`config.mk`:
```
export PLATFORM = sky130hd
export DESIGN_NAME = pin_scan_ctrl_flat
export DESIGN_NICKNAME = d
export VERILOG_FILES = /design/src/rtl/pin_scan_ctrl_if.sv /design/src/rtl/pin_scan_ctrl.sv /design/src/flat_wrapper.sv
export SDC_FILE = /design/constraint.sdc
export NUM_CORES = 1
export LEC_CHECK = 0
export BUFFER_PORTS_ARGS = -buffer_cell sky130_fd_sc_hd__buf_2
export CAP_MARGIN = 10
export CORE_MARGIN = 1
export CORE_UTILIZATION = 25
export DETAILED_ROUTE_END_ITERATION = 10
export RECOVER_POWER = 25
export SYNTH_ARGS = -nofsm -noshare
export SYNTH_HDL_FRONTEND = slang
export SYNTH_SLANG_ARGS = --single-unit
```
`constraint.sdc`:
```
create_clock -name clk -period 7.5 [get_ports clk]
set_input_delay 2.25 -clock clk [delete_from_list [all_inputs] [get_ports clk]]
set_output_delay 2.25 -clock clk [all_outputs]
set_load 0.01 [all_outputs]
```
`src/rtl/pin_scan_ctrl_if.sv`:
```
// Bundle between the pin scan controller and its environment (run control,
// blink-code encoder handshake, scan position and pin drive outputs).
interface pin_scan_ctrl_if #(
  parameter int NUM_COLS = 16,
  parameter int NUM_ROWS = 8
);
  // Handshake: enc_start is a single-cycle request issued only while enc_busy
  // is low; the encoder raises enc_busy on the following cycle and drops it
  // when the blink code is finished, which releases the controller to DRIVE.
  logic                         run;
  logic                         loop;
  logic                         enc_busy;
  logic                         enc_start;
  logic [6:0]                   col;
  logic [6:0]                   row;
  logic [NUM_COLS*NUM_ROWS-1:0] pin_drive;
  logic                         busy;
  logic                         scan_done;
  logic [2:0]                   state_dbg;

  modport master (
    input  run, loop, enc_busy,
    output enc_start, col, row, pin_drive, busy, scan_done, state_dbg
  );

  modport slave (
    output run, loop, enc_busy,
    input  enc_start, col, row, pin_drive, busy, scan_done, state_dbg
  );
endinterface

```
`src/rtl/pin_scan_ctrl.sv`:
```
// Walks every pin of a column/row grid: announce it through the blink encoder,
// toggle it for a dwell period, then idle for a gap before the next pin.
module pin_scan_ctrl #(
  parameter int NUM_COLS   = 16,
  parameter int NUM_ROWS   = 8,
  parameter int DWELL_CYC  = 1024,
  parameter int GAP_CYC    = 64,
  parameter int TOGGLE_DIV = 3
) (
  input  logic           clk,
  input  logic           reset,
  pin_scan_ctrl_if.master bus
);
  localparam int NUM_PINS = NUM_COLS * NUM_ROWS;
  localparam int PIN_W    = (NUM_PINS > 1) ? $clog2(NUM_PINS) : 1;
  localparam int DWELL_W  = $clog2(DWELL_CYC);
  localparam int GAP_W    = $clog2(GAP_CYC + 1);

  typedef enum logic [2:0] {
    IDLE     = 3'd0,
    ANNOUNCE = 3'd1,
    WAIT_ENC = 3'd2,
    DRIVE    = 3'd3,
    GAP      = 3'd4
  } state_t;

  state_t               state, state_n;
  logic [6:0]           col, col_n;
  logic [6:0]           row, row_n;
  logic [PIN_W-1:0]     pin_idx, pin_idx_n;
  logic [DWELL_W-1:0]   dwell_cnt, dwell_n;
  logic [GAP_W-1:0]     gap_cnt, gap_n;
  logic [NUM_PINS-1:0]  pin_drive, pin_drive_n;
  logic                 last_pin, dwell_end, gap_end;

  assign last_pin  = (col == 7'(NUM_COLS - 1)) && (row == 7'(NUM_ROWS - 1));
  assign dwell_end = (dwell_cnt == DWELL_W'(DWELL_CYC - 1));
  assign gap_end   = (gap_cnt == GAP_W'(GAP_CYC - 1));

  always_ff @(posedge clk) begin
    if (reset) begin
      state     <= IDLE;
      col       <= '0;
      row       <= '0;
      pin_idx   <= '0;
      dwell_cnt <= '0;
      gap_cnt   <= '0;
      pin_drive <= '0;
    end else begin
      state     <= state_n;
      col       <= col_n;
      row       <= row_n;
      pin_idx   <= pin_idx_n;
      dwell_cnt <= dwell_n;
      gap_cnt   <= gap_n;
      pin_drive <= pin_drive_n;
    end
  end

  always_comb begin
    state_n   = state;
    col_n     = col;
    row_n     = row;
    pin_idx_n = pin_idx;
    dwell_n   = dwell_cnt;
    gap_n     = gap_cnt;
    if (!bus.run && state != IDLE) begin
      state_n   = IDLE;
      col_n     = '0;
      row_n     = '0;
      pin_idx_n = '0;
      dwell_n   = '0;
      gap_n     = '0;
    end else begin
      case (state)
        IDLE: begin
          if (bus.run) begin
            state_n   = ANNOUNCE;
            col_n     = '0;
            row_n     = '0;
            pin_idx_n = '0;
          end
        end
        ANNOUNCE: begin
          if (!bus.enc_busy) state_n = WAIT_ENC;
        end
        WAIT_ENC: begin
          if (!bus.enc_busy) begin
            state_n = DRIVE;
            dwell_n = '0;
          end
        end
        DRIVE: begin
          if (dwell_end) begin
            state_n = GAP;
            dwell_n = '0;
            gap_n   = '0;
          end else begin
            dwell_n = dwell_cnt + DWELL_W'(1);
          end
        end
        GAP: begin
          if (gap_end) begin
            gap_n = '0;
            if (last_pin) begin
              col_n     = '0;
              row_n     = '0;
              pin_idx_n = '0;
              state_n   = bus.loop ? ANNOUNCE : IDLE;
            end else begin
              // pin_idx tracks col*NUM_ROWS+row incrementally, avoiding a multiplier
              pin_idx_n = pin_idx + PIN_W'(1);
              state_n   = ANNOUNCE;
              if (row == 7'(NUM_ROWS - 1)) begin
                row_n = '0;
                col_n = col + 7'd1;
              end else begin
                row_n = row + 7'd1;
              end
            end
          end else begin
            gap_n = gap_cnt + GAP_W'(1);
          end
        end
        default: state_n = IDLE;
      endcase
    end
  end

  // Computed from next-state values so the registered output lines up with DRIVE.
  always_comb begin
    pin_drive_n = '0;
    for (int i = 0; i < NUM_PINS; i++) begin
      pin_drive_n[i] = (state_n == DRIVE) && (pin_idx_n == PIN_W'(i)) && dwell_n[TOGGLE_DIV];
    end
  end

  assign bus.enc_start = !reset && bus.run && (state == ANNOUNCE) && !bus.enc_busy;
  assign bus.scan_done = !reset && bus.run && (state == GAP) && gap_end && last_pin;
  assign bus.busy      = (state != IDLE);
  assign bus.col       = col;
  assign bus.row       = row;
  assign bus.pin_drive = pin_drive;
  assign bus.state_dbg = state;
endmodule

```
`src/flat_wrapper.sv`:
```
// flat-port wrapper written by rule: the top's interface ports become plain ports
module pin_scan_ctrl_flat 
#(
  parameter int NUM_COLS   = 16,
  parameter int NUM_ROWS   = 8,
  parameter int DWELL_CYC  = 1024,
  parameter int GAP_CYC    = 64,
  parameter int TOGGLE_DIV = 3
)
  (clk, reset, bus_run, bus_loop, bus_enc_busy, bus_enc_start, bus_col, bus_row, bus_pin_drive, bus_busy, bus_scan_done, bus_state_dbg);
  pin_scan_ctrl_if #(.NUM_COLS(NUM_COLS), .NUM_ROWS(NUM_ROWS)) bus_i ();
  input  logic clk;
  input  logic reset;
  input wire logic [$bits(bus_i.run)-1:0] bus_run;
  input wire logic [$bits(bus_i.loop)-1:0] bus_loop;
  input wire logic [$bits(bus_i.enc_busy)-1:0] bus_enc_busy;
  output wire logic [$bits(bus_i.enc_start)-1:0] bus_enc_start;
  output wire logic [$bits(bus_i.col)-1:0] bus_col;
  output wire logic [$bits(bus_i.row)-1:0] bus_row;
  output wire logic [$bits(bus_i.pin_drive)-1:0] bus_pin_drive;
  output wire logic [$bits(bus_i.busy)-1:0] bus_busy;
  output wire logic [$bits(bus_i.scan_done)-1:0] bus_scan_done;
  output wire logic [$bits(bus_i.state_dbg)-1:0] bus_state_dbg;
  assign bus_i.run = bus_run;
  assign bus_i.loop = bus_loop;
  assign bus_i.enc_busy = bus_enc_busy;
  assign bus_enc_start = bus_i.enc_start;
  assign bus_col = bus_i.col;
  assign bus_row = bus_i.row;
  assign bus_pin_drive = bus_i.pin_drive;
  assign bus_busy = bus_i.busy;
  assign bus_scan_done = bus_i.scan_done;
  assign bus_state_dbg = bus_i.state_dbg;
  pin_scan_ctrl #(.NUM_COLS(NUM_COLS), .NUM_ROWS(NUM_ROWS), .DWELL_CYC(DWELL_CYC), .GAP_CYC(GAP_CYC), .TOGGLE_DIV(TOGGLE_DIV)) u_core (.clk(clk), .reset(reset), .bus(bus_i));
endmodule
```
* After elaboration in Yosys (flattened, before gate mapping)
Cells that the tools add are included.
** Word-level totals
- Input bits :: 5
- Word-level logic and storage cells :: 462
- Bits in latches :: 0
- Memories kept :: 0
- ROM bits :: 0
- Bits in registers :: 169
- Memory bits (writable) :: 0
- Output and inout bits :: 148
** Operators by class
- Magnitude comparators :: 0
- Equality and inequality tests :: 141
- Divide/modulo/power cells :: 0
- Muxes and demuxes :: 30
- Reductions and logical operators :: 278
- $mul :: 0
- Bitwise logic cells :: 0
- Shifts and indexed selects :: 0
- Add/subtract/negate cells :: 5
** Operators by type and width (number)
- == test 7 bit (second input constant) :: 64
- logical AND 1 bit :: 264
- == test 7 x 6 -> 1 bit (second input constant) :: 33
- == test 7 x 5 -> 1 bit (second input constant) :: 16
- two-way mux 7 bit :: 13
- == test 7 x 4 -> 1 bit (second input constant) :: 9
- case mux 7 bit (2 select lines) :: 4
- == test 7 x 3 -> 1 bit (second input constant) :: 5
- adder 7 x 1 -> 7 bit (second input constant) :: 4
- two-way mux 3 bit :: 7
- two-way mux 10 bit :: 2
- case mux 10 bit (2 select lines) :: 1
- case mux 3 bit (5 select lines) :: 1
- == test 7 x 2 -> 1 bit (second input constant) :: 2
- adder 10 x 1 -> 10 bit (second input constant) :: 1
- == test 10 bit (second input constant) :: 1
- == test 3 x 2 -> 1 bit (second input constant) :: 3
- == test 7 x 1 -> 1 bit (second input constant) :: 1
- zero test 7 bit :: 1
- nonzero test 2 bit :: 3
- two-way mux 4 bit :: 1
- != test 2 x 1 -> 1 bit (second input constant) :: 2
- != test 2 bit (second input constant) :: 2
- AND reduction 2 bit :: 2
- 10 further kinds :: 12

* Logic depth before layout (Yosys ltp)
Gate-level depths: netlist of run 1.
- Word-level depth :: 9
- Gate-level depth with buffers :: 9
- Mapped depth without buffers :: 7

* Least setup slack after synthesis of run 1
Ideal clock, no wire load.
- Kind :: input to output
- From :: input bus_run
- To :: output bus_scan_done
- Data required time :: 5.250 ns
- Arrival time :: 2.967 ns
- Buffers on the path :: 1
- Stages :: 3
- Slack :: 2.283 ns
- Cells stage by stage :: clkbuf_1 nand2b_1 nor4_1
** Between the ends
- Word-level cells in the longest chain between the ends :: 4
** RTL lines
- from (decl) :: line flat_wrapper.sv:14 : input wire logic [$bits(bus_i.run)-1:0] bus_run;
- logical AND 1 bit (4 in series) :: line pin_scan_ctrl.sv:139 : assign bus.scan_done = !reset && bus.run && (state == GAP) && gap_end && last_pin;
- to (decl) :: line flat_wrapper.sv:22 : output wire logic [$bits(bus_i.scan_done)-1:0] bus_scan_done;
No other way between the ends.

* Worst setup path in the final report of run 1
- From :: input bus_run
- To :: output bus_enc_start
** Between the ends
- Word-level cells in the longest chain between the ends :: 3
** RTL lines
- logical AND 1 bit (3 in series) :: line pin_scan_ctrl.sv:138 : assign bus.enc_start = !reset && bus.run && (state == ANNOUNCE) && !bus.enc_busy;
- to (decl) :: line flat_wrapper.sv:17 : output wire logic [$bits(bus_i.enc_start)-1:0] bus_enc_start;
No other way between the ends.

==> results of run 1 <==
[stage by stage]
| stage | setup WS, ps | cells | utilization (%) | total power, mW | area, sq um |
|---|---|---|---|---|---|
| after global routing | 1800 | 1119 | 32.7 | 1.90 | 7470 |
| after CTS | 2230 | 1119 | 33.1 | 1.85 | 7570 |
| after floorplan | 2280 | 640 | - | 0.967 | 5880 |
| after global placement | 2290 | 1087 | 30.5 | 0.988 | 6970 |
| final | 1990 | 1119 | 32.7 | 1.84 | 7470 |
| after detailed placement | 2240 | 1087 | 30.5 | 0.988 | 6970 |
[cells by family (layout without fill, tap and decap cells)]
kind of cell	Yosys count	count (layout)	share of synthesized area (%)
compound gates	89	89	10.4
buf+inv	25	191	1.74
xor+xnor	12	12	1.79
simple gates	337	337	27.0
flops	169	169	57.5
fa+ha+maj	5	5	1.06
mux	3	3	0.510
[critical path, delay by kind of cell]
kind | cells | cell delay (ps)
buf+inv | 2 | 560
simple gates | 2 | 440
[synth_stat cells (2+ instances only)]
master                     count  area (sq um)
sky130_fd_sc_hd__mux2i_1       3          30.0
sky130_fd_sc_hd__nand2b_1      7          43.8
sky130_fd_sc_hd__nand3_1      37           185
sky130_fd_sc_hd__or3_1         5          31.3
sky130_fd_sc_hd__a211oi_1      2          15.0
sky130_fd_sc_hd__a31oi_1       4          25.0
sky130_fd_sc_hd__nand3b_1      4          30.0
sky130_fd_sc_hd__a22oi_1       3          22.5
sky130_fd_sc_hd__or2_2         3          18.8
sky130_fd_sc_hd__ha_1          5          62.6
sky130_fd_sc_hd__nor2b_1       6          37.5
sky130_fd_sc_hd__nor3b_1       2          15.0
sky130_fd_sc_hd__o21ai_0      20           100
sky130_fd_sc_hd__a21o_1        5          37.5
sky130_fd_sc_hd__xnor2_1       6          52.6
sky130_fd_sc_hd__nor4_2        2          25.0
sky130_fd_sc_hd__or4_1         2          15.0
sky130_fd_sc_hd__or2_1         2          12.5
sky130_fd_sc_hd__and4b_1       2          20.0
sky130_fd_sc_hd__inv_1         5          18.8
sky130_fd_sc_hd__a221oi_1      2          17.5
sky130_fd_sc_hd__nand4_1      14          87.6
sky130_fd_sc_hd__nor4_1       18           113
sky130_fd_sc_hd__and3_1       10          62.6
sky130_fd_sc_hd__dfxtp_1     169          3380
sky130_fd_sc_hd__nor3_1       20           100
sky130_fd_sc_hd__o311ai_1      2          17.5
sky130_fd_sc_hd__buf_1         2          7.51
sky130_fd_sc_hd__o211ai_1      4          30.0
sky130_fd_sc_hd__clkbuf_1     11          41.3
sky130_fd_sc_hd__nand2_1      44           165
sky130_fd_sc_hd__nor2_1      153           574
sky130_fd_sc_hd__a21oi_1      26           130
sky130_fd_sc_hd__buf_2         7          35.0
sky130_fd_sc_hd__a22o_1        2          17.5
sky130_fd_sc_hd__xor2_1        6          52.6
sky130_fd_sc_hd__a222oi_1      2          20.0
[layout make-up]
class,count,area share [%]
Multi-Input combinational cell,446,32.2
Timing Repair Buffer,154,9.06
Inverter,5,0.251
Clock inverter,15,2.33
Sequential cell,169,45.3
Tap cell,313,5.24
Clock buffer,17,5.69
[power breakdown]
part / leakage [nW] / total, mW / internal [mW] / switching (mW)
Clock: 0.290 / 0.873 / 0.451 / 0.422
Combinational: 1.11 / 0.0628 / 0.0174 / 0.0454
Sequential: 1.36 / 0.905 / 0.899 / 0.00541
Total: 2.76 / 1.84 / 1.37 / 0.473
[flip-flops by register name, indices dropped and copies added (netlist names)]
signal and count:
u_core.gap_cnt 7, u_core.bus.col 7, u_core.pin_idx 7, u_core.bus.pin_drive 128, u_core.bus.row 7, u_core.dwell_cnt 10, u_core.bus.state_dbg 3
[layout by cell type, fill, tap and decap left out, types with 3 or more instances in the layout]
master and n:
sky130_fd_sc_hd__o21ai_0 20, sky130_fd_sc_hd__nand4_1 14, sky130_fd_sc_hd__nand3b_1 4, sky130_fd_sc_hd__dfxtp_1 169, sky130_fd_sc_hd__nor2_1 153, sky130_fd_sc_hd__buf_2 73
sky130_fd_sc_hd__mux2i_1 3, sky130_fd_sc_hd__a21o_1 5, sky130_fd_sc_hd__nand3_1 37, sky130_fd_sc_hd__ha_1 5, sky130_fd_sc_hd__a21oi_1 26, sky130_fd_sc_hd__o211ai_1 4
sky130_fd_sc_hd__clkbuf_16 17, sky130_fd_sc_hd__xor2_1 6, sky130_fd_sc_hd__inv_1 5, sky130_fd_sc_hd__nand2_1 44, sky130_fd_sc_hd__nor3_1 20, sky130_fd_sc_hd__or2_2 3
sky130_fd_sc_hd__a31oi_1 4, sky130_fd_sc_hd__inv_8 4, sky130_fd_sc_hd__or3_1 5, sky130_fd_sc_hd__nor4_1 18, sky130_fd_sc_hd__and3_1 10, sky130_fd_sc_hd__a22oi_1 3
sky130_fd_sc_hd__nor2b_1 6, sky130_fd_sc_hd__clkbuf_1 79, sky130_fd_sc_hd__clkinv_8 4, sky130_fd_sc_hd__nand2b_1 7, sky130_fd_sc_hd__xnor2_1 6
[worst paths after layout]
| check | startpoint | slack (ps) | to |
|---|---|---|---|
| hold reg to reg | u_core.dwell_cnt[9] | 490 | u_core.dwell_cnt[9] |
| setup / recovery | bus_run | 1990 | bus_enc_start |
| hold / removal | u_core.dwell_cnt[9] | 490 | u_core.dwell_cnt[9] |
| setup reg to reg | u_core.bus.state_dbg[2] | 3970 | u_core.bus.pin_drive[13] |
[per-layer routing]
layer | up-vias | share of wire (%) | track usage [%]
li1 | 2551 | - | -
met1 | 2403 | 48 | 19.2
met2 | 185 | 46 | 22.9
met3 | 17 | 5.3 | 2.87
met4 | 0 | 1.4 | 4.72
met5 | - | 0 | 0
==> run summary, run 1 <==
The run finished with clean final reports. The leakage power of the design came out at 2.76 nW. Before antenna repair, the detailed router went through 4 iterations. The average cell area after synthesis came out at 9.19 sq um. The count of state elements after synthesis is 169. Dividing the detail-routed via count by the number of cells gives 4.61. The async set or reset register ratio after synthesis is 0%.

The multi-input combinational cells in the finished layout cover a total of 0.00240 sq mm. The final clock period utilization by the worst path is 73.4%. Clock tree synthesis inserted a total of 17 buffers. The net count of the finished layout is 803. The worst-margin pin slew came out at 1060 ps. The largest vdd supply drop is 156 uV. The residual antenna-violating net count after detailed routing is 0. Along the worst hold path, the cell count comes to 1. The total count of hold-check failures in the final report came out at 0. The wire length of the first global-routing pass came out at 26400 um. The initial antenna violation count is 0. The time the final worst path needs with I/O delays and setup came out at 5510 ps. The number of violations of the max-capacitance limit came out at 0. STA classifies the critical path endpoint as an output port. The summed negative setup slack over all endpoints is 0 ps. STA classifies the critical path startpoint as an input port. In this run the vertical extent of the chip is 155 um.

153 I/O pins were placed. The number of remaining DRC errors came out at 0. The worst-skew pair later-pin latency came out at 430 ps. Setup repair after global routing left no endpoint under its margin. The dominant synthesized flop cell is sky130_fd_sc_hd__dfxtp_1.

Counting distinct cell types in the post-synthesis netlist gives 60. The slowest stage of the critical path is the sky130_fd_sc_hd__clkbuf_1 cell. The tightest min-delay check is of the flip-flop to flip-flop type. The total setup buffers inserted after CTS came out at 0.

The synthesized netlist net count came out at 650. The growth of design area from synthesis to finish is 27.0%. The count of fill cells added during filler insertion came out at 2460. The die covers 0.0242 sq mm. Headroom to the max-slew limit came out at 29.1%.

The fmax came out at 0.182 GHz. Of all nets on the critical path, the largest fanout is 11. Counting cells, the worst reg-to-reg path comes to 6. The number of vias in the routed layout came out at 5156. The synthesized design contains 0 enable-type register cells. The gate count of the mapped netlist is 640.

The area of the core is 0.0228 sq mm. The count of hold buffers inserted by post-cts repair is 0. Walking the worst path, the cells encountered are clkbuf_1, nand2b_1, nor4_1, buf_2. The chip width is 155 um. The clock input transition at the sequential cells of the worst setup and hold paths is 80 ps.

The overall fraction of global-route tracks in use is 14.3%. The root buffer cell chosen for the clock tree is sky130_fd_sc_hd__clkbuf_16. Sequential cells were found to cover 57.5% of the synthesized design area. The iteration-0 DRC count of the detailed router is 323. The worst hold margin came out at 486 ps. The number of failing setup endpoints in the final timing report came out at 0. The largest buffer count on any clock path is 2. By startpoint and endpoint, the worst setup path is classified as input port to output port. The number of global-route vias before repair came out at 4670. After detailed routing, the average wire length per cell comes to 15.5 um. Buffers placed on the I/O ports in this run total 152.

The count of clock tree sinks came out at 169. The number of antenna diodes in the final layout is 0. The required time at the worst-slack endpoint came out at 5250 ps. The standard-cell row count came out at 55. The global placer's final weighted congestion is 0.868.

The register area is 0.00338 sq mm. The H-tree was split into 4 levels. The count of final max-slew check failures is 0. The half-perimeter wire length of the detailed placement result came out at 12800 um. The final clock skew came out at 10.9 ps.

After clock tree synthesis, the repair step resized 0 gates. The starting density of the core is 25.8%. The power per standard cell area came out at 246 mW/mm^2.

The yosys synthesis warning count came out at 0. The ratio of cells with drive above 1 in the final layout is 14.9%. The total grt overflow came out at 0. TritonCTS built the clock tree. The delay contributed by the slowest stage of the critical path came out at 370 ps. The overall routed net length came out at 17300 um. The cell area after synthesis is 0.00588 sq mm.

The pin count of the biggest net entering global routing came out at 20. At the worst endpoint, the arrival time is 3260 ps.
Power figures use the tool's default switching activity.
==> run 2, diff against run 1 <==
- clock period: 7.5 -> 5.3 ns (I/O delays scaled with it)
==> run summary, run 2 (synthesis gave the netlist of run 1 again) <==
The flow ran to the end, and the final reports show no timing, DRC or antenna violations. The half-perimeter wire length of the detailed placement result came out at 13000 um (+1.4%). The final antenna diode count is 0 (unchanged). Counting flops per register, the top entry is u_core.bus.pin_drive. The count of clock tree sinks is 169 (unchanged).

The iteration-0 DRC count of the detailed router is 263 (-19%). The final clock period utilization by the worst path is 81.3%. On the critical path, the stage with the largest delay is an instance of sky130_fd_sc_hd__clkbuf_1. In the layout the commonest cells are 169 x sky130_fd_sc_hd__dfxtp_1, 153 x sky130_fd_sc_hd__nor2_1, 79 x sky130_fd_sc_hd__clkbuf_1. The routed metal-1 wirelength came out at 8130 um (-1.6%). The count of fill cells added during filler insertion came out at 2436 (-0.98%).

The die boundary height was 155 um (unchanged). The routed wire length on met3 came to 1150 um (+25%). TritonCTS built the clock tree. The count of hold buffers inserted by post-cts repair came out at 0 (unchanged).

The required time at the worst-slack endpoint came out at 3710 ps (-1540 ps). The standard-cell row count came out at 55 (unchanged). The critical path starts at bus_run. The remaining max-slew budget at the tightest pin came out at 43.0% (+14 points). The fmax is 0.232 GHz. Walking the worst path, the cells encountered are clkbuf_1, nand2b_1, nor4_1, buf_2.

The pin count of the biggest net entering global routing is 20 (unchanged). The time the final worst path needs with I/O delays and setup is 4310 ps. The overall routed net length came to 17700 um (+2.4%). The area of the core is 0.0228 sq mm (unchanged). The number of resized instances in the post-cts repair step was 0 (unchanged). The largest vdd supply drop came out at 175 uV (+12%). The cell family contributing the most delay on the critical path is buffers and inverters.

The summed negative setup slack over all endpoints was 0 ps (unchanged). The total clock buffers created by CTS came out at 17 (unchanged). In the final layout, the registers with the most flip-flops are u_core.bus.pin_drive: 128 flops, u_core.dwell_cnt: 10 flops. The library cell used most frequently in the layout, excluding fill and tap cells, is sky130_fd_sc_hd__dfxtp_1. The worst hold margin is 485 ps (-1.36 ps). The number of violations of the max-capacitance limit is 0 (unchanged).

The total setup buffers inserted after CTS is 0 (unchanged). Setup repair after global routing left no endpoint under its margin. The growth of design area from synthesis to finish is 27.5%.

The net total in the final layout is 807 (+0.50%). The power per standard cell area is 347 mW/mm^2 (+41%). The classification of the worst-slack hold path is flip-flop to flip-flop.

The number of vias in the routed layout is 5234 (+1.5%). The number of failing setup endpoints in the final timing report is 0 (unchanged). The maximum fanout along the worst path came out at 11 (unchanged). The met2 wire length is 8360 um (+5.5%). The data arrival time at the worst-slack endpoint came out at 2720 ps (-540 ps).

The clock input transition at the sequential cells of the worst setup and hold paths came out at 80 ps (about the same). The via density per instance came to 4.66 (+1.2%). The number of global-route vias before repair is 4815 (+3.1%). The overall fraction of global-route tracks in use is 14.6% (+0.28 points). The starting density of the core came out at 25.8% (unchanged). The initial antenna violation count is 0 (unchanged). The number of H-tree levels is 4 (unchanged). The global placer's final weighted congestion was 0.864 (-0.51%). The number of buffers added on ports is 152 (unchanged). The worst-margin pin slew is 855 ps (-208 ps). The residual antenna-violating net count after detailed routing is 0 (unchanged). CTS placed an instance of sky130_fd_sc_hd__clkbuf_16 at the clock tree root. The chip width came out at 155 um (unchanged). The sort of element at the start of the critical path is an input port. The count of final max-slew check failures was 0 (unchanged). The number of remaining DRC errors is 0 (unchanged). The largest buffer count on any clock path was 2 (unchanged). The wire length of the first global-routing pass came out at 27000 um (+2.0%). The setup path with the least slack is of type input port to output port.

Signal routing reaches up to met4. STA classifies the critical path endpoint as an output port. The detailed-router iteration count before antenna repair is 7 (+3). The leakage power of the design is 2.77 nW (+0.52%).

The final clock skew was 17.3 ps (+6.40 ps). The number of flip-flops in the largest register came out at 128 (unchanged). The worst-skew pair later-pin latency was 440 ps (about the same). The ratio of cells with drive above 1 in the final layout is 15.3% (+0.42 points).

The total die area is 0.0242 sq mm (unchanged). The combined buffer and inverter count along the critical path is 2 (unchanged). The number of top-level design ports is 153 (unchanged). The total count of hold-check failures in the final report was 0 (unchanged). The total grt overflow came out at 0 (unchanged). The routed wirelength normalized by instance count came to 15.8 um (+2.0%). The startpoint identified for the worst hold timing path is u_core.dwell_cnt[9]. The delay contributed by the slowest stage of the critical path is 390 ps (+20 ps). The startpoint identified for the worst register-to-register timing path is u_core.bus.state_dbg[2].
## run 2: through the flow
step | power (mW) | setup WS [ps] | utilization [%] | instances | instance area, sq um
detailed placement | 1.40 | 1280 | 30.7 | 1091 | 7000
floorplan | 1.37 | 1400 | - | 640 | 5880
CTS | 2.63 | 1270 | 33.3 | 1123 | 7600
global route | 2.68 | 901 | 32.8 | 1123 | 7500
finish | 2.60 | 990 | 32.8 | 1123 | 7500
global placement | 1.40 | 1150 | 30.7 | 1091 | 7000
## run 2: cell type report
cell class              count  area (sq um)  area share (%)
flip-flops and latches    169          3380            45.1
well taps                 313           392            5.22
repair buffers            158           707            9.42
multi-input cells         446          2400            32.0
clock inverters            15           171            2.29
inverters                   5          18.8           0.250
clock buffers              17           425            5.67
## run 2: worst paths after layout
kind / endpoint / slack, ps / cells after the start
min: u_core.dwell_cnt[9] / 480 / 1
max reg2reg: u_core.bus.pin_drive[13] / 1850 / 6
max: bus_scan_done / 990 / 4
min reg2reg: u_core.dwell_cnt[9] / 480 / 1
## run 2: report_power, final
group	switching, mW	internal, mW	leakage, nW	total, mW
combinational	0.0635	0.0248	1.12	0.0882
clock	0.596	0.635	0.285	1.23
sequential	0.00836	1.27	1.36	1.28
total	0.668	1.93	2.77	2.60
## run 2: per-layer routing
layer | vias up | track usage, %
met4 | 0 | 4.44
met1 | 2468 | 18.8
met2 | 200 | 24.1
met5 | - | 0
met3 | 9 | 3.34
li1 | 2557 | -
## run 2: worst reg2reg max path: stages (launching register included)
cell and delay (ps):
sky130_fd_sc_hd__dfxtp_1 500, sky130_fd_sc_hd__nand3b_1 450, sky130_fd_sc_hd__a31oi_1 620, sky130_fd_sc_hd__o2111ai_1 480, sky130_fd_sc_hd__a21oi_2 390, sky130_fd_sc_hd__nand3_1 500
sky130_fd_sc_hd__nor4_1 400
==> run 3, diff against run 2 <==
- ABC_AREA: unset -> 1
- clock period: 5.3 -> 3.7 ns (I/O delays scaled with it)
==> run summary, run 3 <==
The summed negative setup slack over all endpoints came out at 0 ps (unchanged). The largest vdd supply drop came out at 294 uV (+68%). The number of H-tree levels is 4 (unchanged). The overall fraction of global-route tracks in use came out at 12.7% (-1.9 points).

The residual antenna-violating net count after detailed routing is 0 (unchanged). The number of cells traversed by the worst register-to-register path came out at 11 (+5). The global placer's final weighted congestion came out at 0.793 (-8.2%). The area fraction of the dominant cell type after synthesis is 56.5% (-1.0 points). The net total in the final layout came out at 823 (+2.0%). The count of hold buffers inserted by post-cts repair is 0 (unchanged).

The distinct cell type count of the synthesized netlist was 39 (-35%). The total grt overflow is 0 (unchanged). The clock input transition at the sequential cells of the worst setup and hold paths was 70 ps (about the same).

The number of violations of the max-capacitance limit came out at 0 (unchanged). The async set or reset register ratio after synthesis is 0% (unchanged). The required time at the worst-slack endpoint is 2590 ps (-1120 ps).

The number of global-route vias before repair came out at 4362 (-9.4%). The number of vias in the routed layout is 4676 (-11%). The yosys synthesis warning count came out at 0 (unchanged). The number of flops mapped to enable cells by yosys was 0 (unchanged). The remaining max-slew budget at the tightest pin is 39.2% (-3.7 points). The most common cell after layout, fill and taps aside is sky130_fd_sc_hd__dfxtp_1.

The worst-skew pair later-pin latency is 430 ps (about the same). The leakage power of the design came out at 3.07 nW (+11%). The largest buffer count on any clock path came out at 2 (unchanged). The cell type with the largest total area after synthesis is sky130_fd_sc_hd__dfxtp_1. The cell area after synthesis is 0.00599 sq mm (+1.8%). Ranked by flip-flop count, first place goes to u_core.bus.pin_drive. The min-delay analysis places its worst path in the category flip-flop to flip-flop.

The routed wirelength normalized by instance count was 13.4 um (-16%). The final critical path takes up 87.8% of the cycle. The die boundary height is 157 um (+0.90%). The post-layout utilization of the core is 32.0% (-0.80 points). The number of resized instances in the post-cts repair step is 0 (unchanged). The count of state elements after synthesis came out at 169 (unchanged). The starting density of the core is 25.5% (-0.23 points). The worst setup path is launched from a flip-flop. The largest registers in the layout are u_core.bus.pin_drive: 128 flops, u_core.dwell_cnt: 10 flops. The number of failing setup endpoints in the final timing report is 0 (unchanged).

The total clock buffers created by CTS is 17 (unchanged). The worst-margin pin slew is 912 ps (+56.2 ps). Setup repair after global routing left no endpoint under its margin. The number of top-level design ports is 153 (unchanged). The fmax is 0.308 GHz.

The worst setup path is captured at an output port. The tree is rooted in a sky130_fd_sc_hd__clkbuf_16. The critical path is of the flip-flop to output port type. The chip width came out at 157 um (+0.90%). TritonCTS built the clock tree. The average cell area after synthesis was 9.15 sq um (-0.50%). The count of final max-slew check failures is 0 (unchanged).

The delay contributed by the slowest stage of the critical path came to 410 ps (+20 ps). The detailed-router iteration count before antenna repair is 4 (-3). The post-synthesis sequential area ratio came out at 56.5% (-1.0 points). The worst path needs 3250 ps of the cycle, external delays included. The total die area came out at 0.0246 sq mm (+1.8%).

In the layout the commonest cells are 169 x sky130_fd_sc_hd__dfxtp_1, 165 x sky130_fd_sc_hd__nor2_1, 90 x sky130_fd_sc_hd__buf_2. The number of remaining DRC errors came out at 0 (unchanged). The number of flip-flops in the largest register came to 128 (unchanged).

The half-perimeter wire length of the detailed placement result came out at 10600 um (-19%). By count the netlist is led by 169 x sky130_fd_sc_hd__dfxtp_1, 165 x sky130_fd_sc_hd__nor2_1, 81 x sky130_fd_sc_hd__nand2_1. The critical path goes through ha_1, nand3_1, nor2_1, nand2_1, nor4_1, buf_2. The gate count of the mapped netlist is 655 (+2.3%).

The pin count of the biggest net entering global routing came out at 20 (unchanged). The number of buffers added on ports came out at 152 (unchanged). The power per standard cell area is 486 mW/mm^2 (+40%).

The growth of design area from synthesis to finish came out at 25.5%. The data arrival time at the worst-slack endpoint is 2140 ps (-580 ps). Yosys instantiated no cell more often than sky130_fd_sc_hd__dfxtp_1. The total count of hold-check failures in the final report is 0 (unchanged). The standard-cell row count came out at 56 (+1.8%).

The run finished with clean final reports. The depth of the worst hold-timing path is 2 (+1). The dominant synthesized flop cell is sky130_fd_sc_hd__dfxtp_1. The via density per instance was 4.08 (-12%). The sum of internal, switching and leakage power came out at 3.65 mW (+40%). The overall routed net length is 15300 um (-14%). The wire length of the first global-routing pass is 23600 um (-13%). The area of the core is 0.0235 sq mm (+2.7%). Sorting the synthesized cells by area gives the leading types as sky130_fd_sc_hd__dfxtp_1 56%, sky130_fd_sc_hd__nor2_1 10%, sky130_fd_sc_hd__nand2_1 5.1%.

The synthesized netlist net count is 665 (+2.3%). The maximum fanout along the worst path was 9 (-2). The final clock skew came out at 15.5 ps (-1.79 ps). The count of clock tree sinks came out at 169 (unchanged). The total setup buffers inserted after CTS came out at 0 (unchanged).

The initial antenna violation count is 0 (unchanged). The ratio of cells with drive above 1 in the final layout was 22.8% (+7.5 points). For this design, the slowest cell found on the critical path is sky130_fd_sc_hd__dfxtp_1. The iteration-0 DRC count of the detailed router came out at 204 (-22%). The final antenna diode count was 0 (unchanged).
-- run 3: changes by cell type after synthesis, sizes merged, moves of 9 or more --
cell,previous run,this run
nor3,20,3
nand3,38,47
clkbuf,11,2
inv,5,60
nand2,44,100
and3,10,1
nor2,153,177
nor4,20,2
-- run 3: final timing paths --
path	startpoint	slack (ps)	endpoint
worst min register to register	u_core.gap_cnt[6]	450	u_core.gap_cnt[6]
worst max register to register	u_core.bus.col[0]	1040	u_core.bus.pin_drive[11]
worst min-delay path	u_core.gap_cnt[6]	450	u_core.gap_cnt[6]
worst max-delay path	u_core.bus.col[0]	450	bus_scan_done
-- run 3: layout make-up --
type                            instances  area (sq um)
Inverter                               61           233
Clock buffer                           17           425
Clock inverter                         15           150
Timing Repair Buffer                  153           687
Fill cell                            2459         16000
Multi-Input combinational cell        411          2240
Sequential cell                       169          3380
Tap cell                              319           399
-- run 3: through the flow --
| stage | worst slack (ps) | std cells | cell area [sq um] | hold slack, ps |
|---|---|---|---|---|
| floorplan | 727 | 655 | 5990 | 422 |
| global placement | 737 | 1113 | 7050 | 435 |
| detailed placement | 671 | 1113 | 7050 | 439 |
| CTS | 397 | 1145 | 7620 | 452 |
| global route | 243 | 1145 | 7520 | 471 |
| finish | 452 | 1145 | 7520 | 448 |
-- run 3: power breakdown --
group	total (mW)	internal [mW]	leakage, nW	switching [mW]
sequential	1.83	1.82	1.36	0.00932
clock	1.73	0.900	0.275	0.829
combinational	0.0921	0.0253	1.43	0.0668
total	3.65	2.75	3.07	0.905
-- run 3: per-layer routing --
layer	wire (um)	GRT usage, %	vias up	part of all wire (%)
met5	0	0	-	0
met4	249	5.14	0	1.6
met3	748	3.05	17	4.9
met2	7250	21.2	125	47
met1	7040	15.7	2129	46
li1	-	-	2405	-
-- run 3: worst max-delay path, delay by kind of cell, from the launching register on --
family	cells	cell delay (ps)
and+or+nand+nor	4	910
adders and majority gates	1	200
buffers and inverters	1	190
DFF	1	410
-- run 3: logic make-up (layout without fill, tap and decap cells) --
family / after synthesis / in the layout / synth area share (%)
AOI/OAI and AO/OA: 54 / 54 / 5.58
and+or+nand+nor: 348 / 348 / 30.6
buffers and inverters: 75 / 246 / 5.72
xor gates and xnor gates: 4 / 4 / 0.585
adders and majority gates: 5 / 5 / 1.04
DFF: 169 / 169 / 56.5
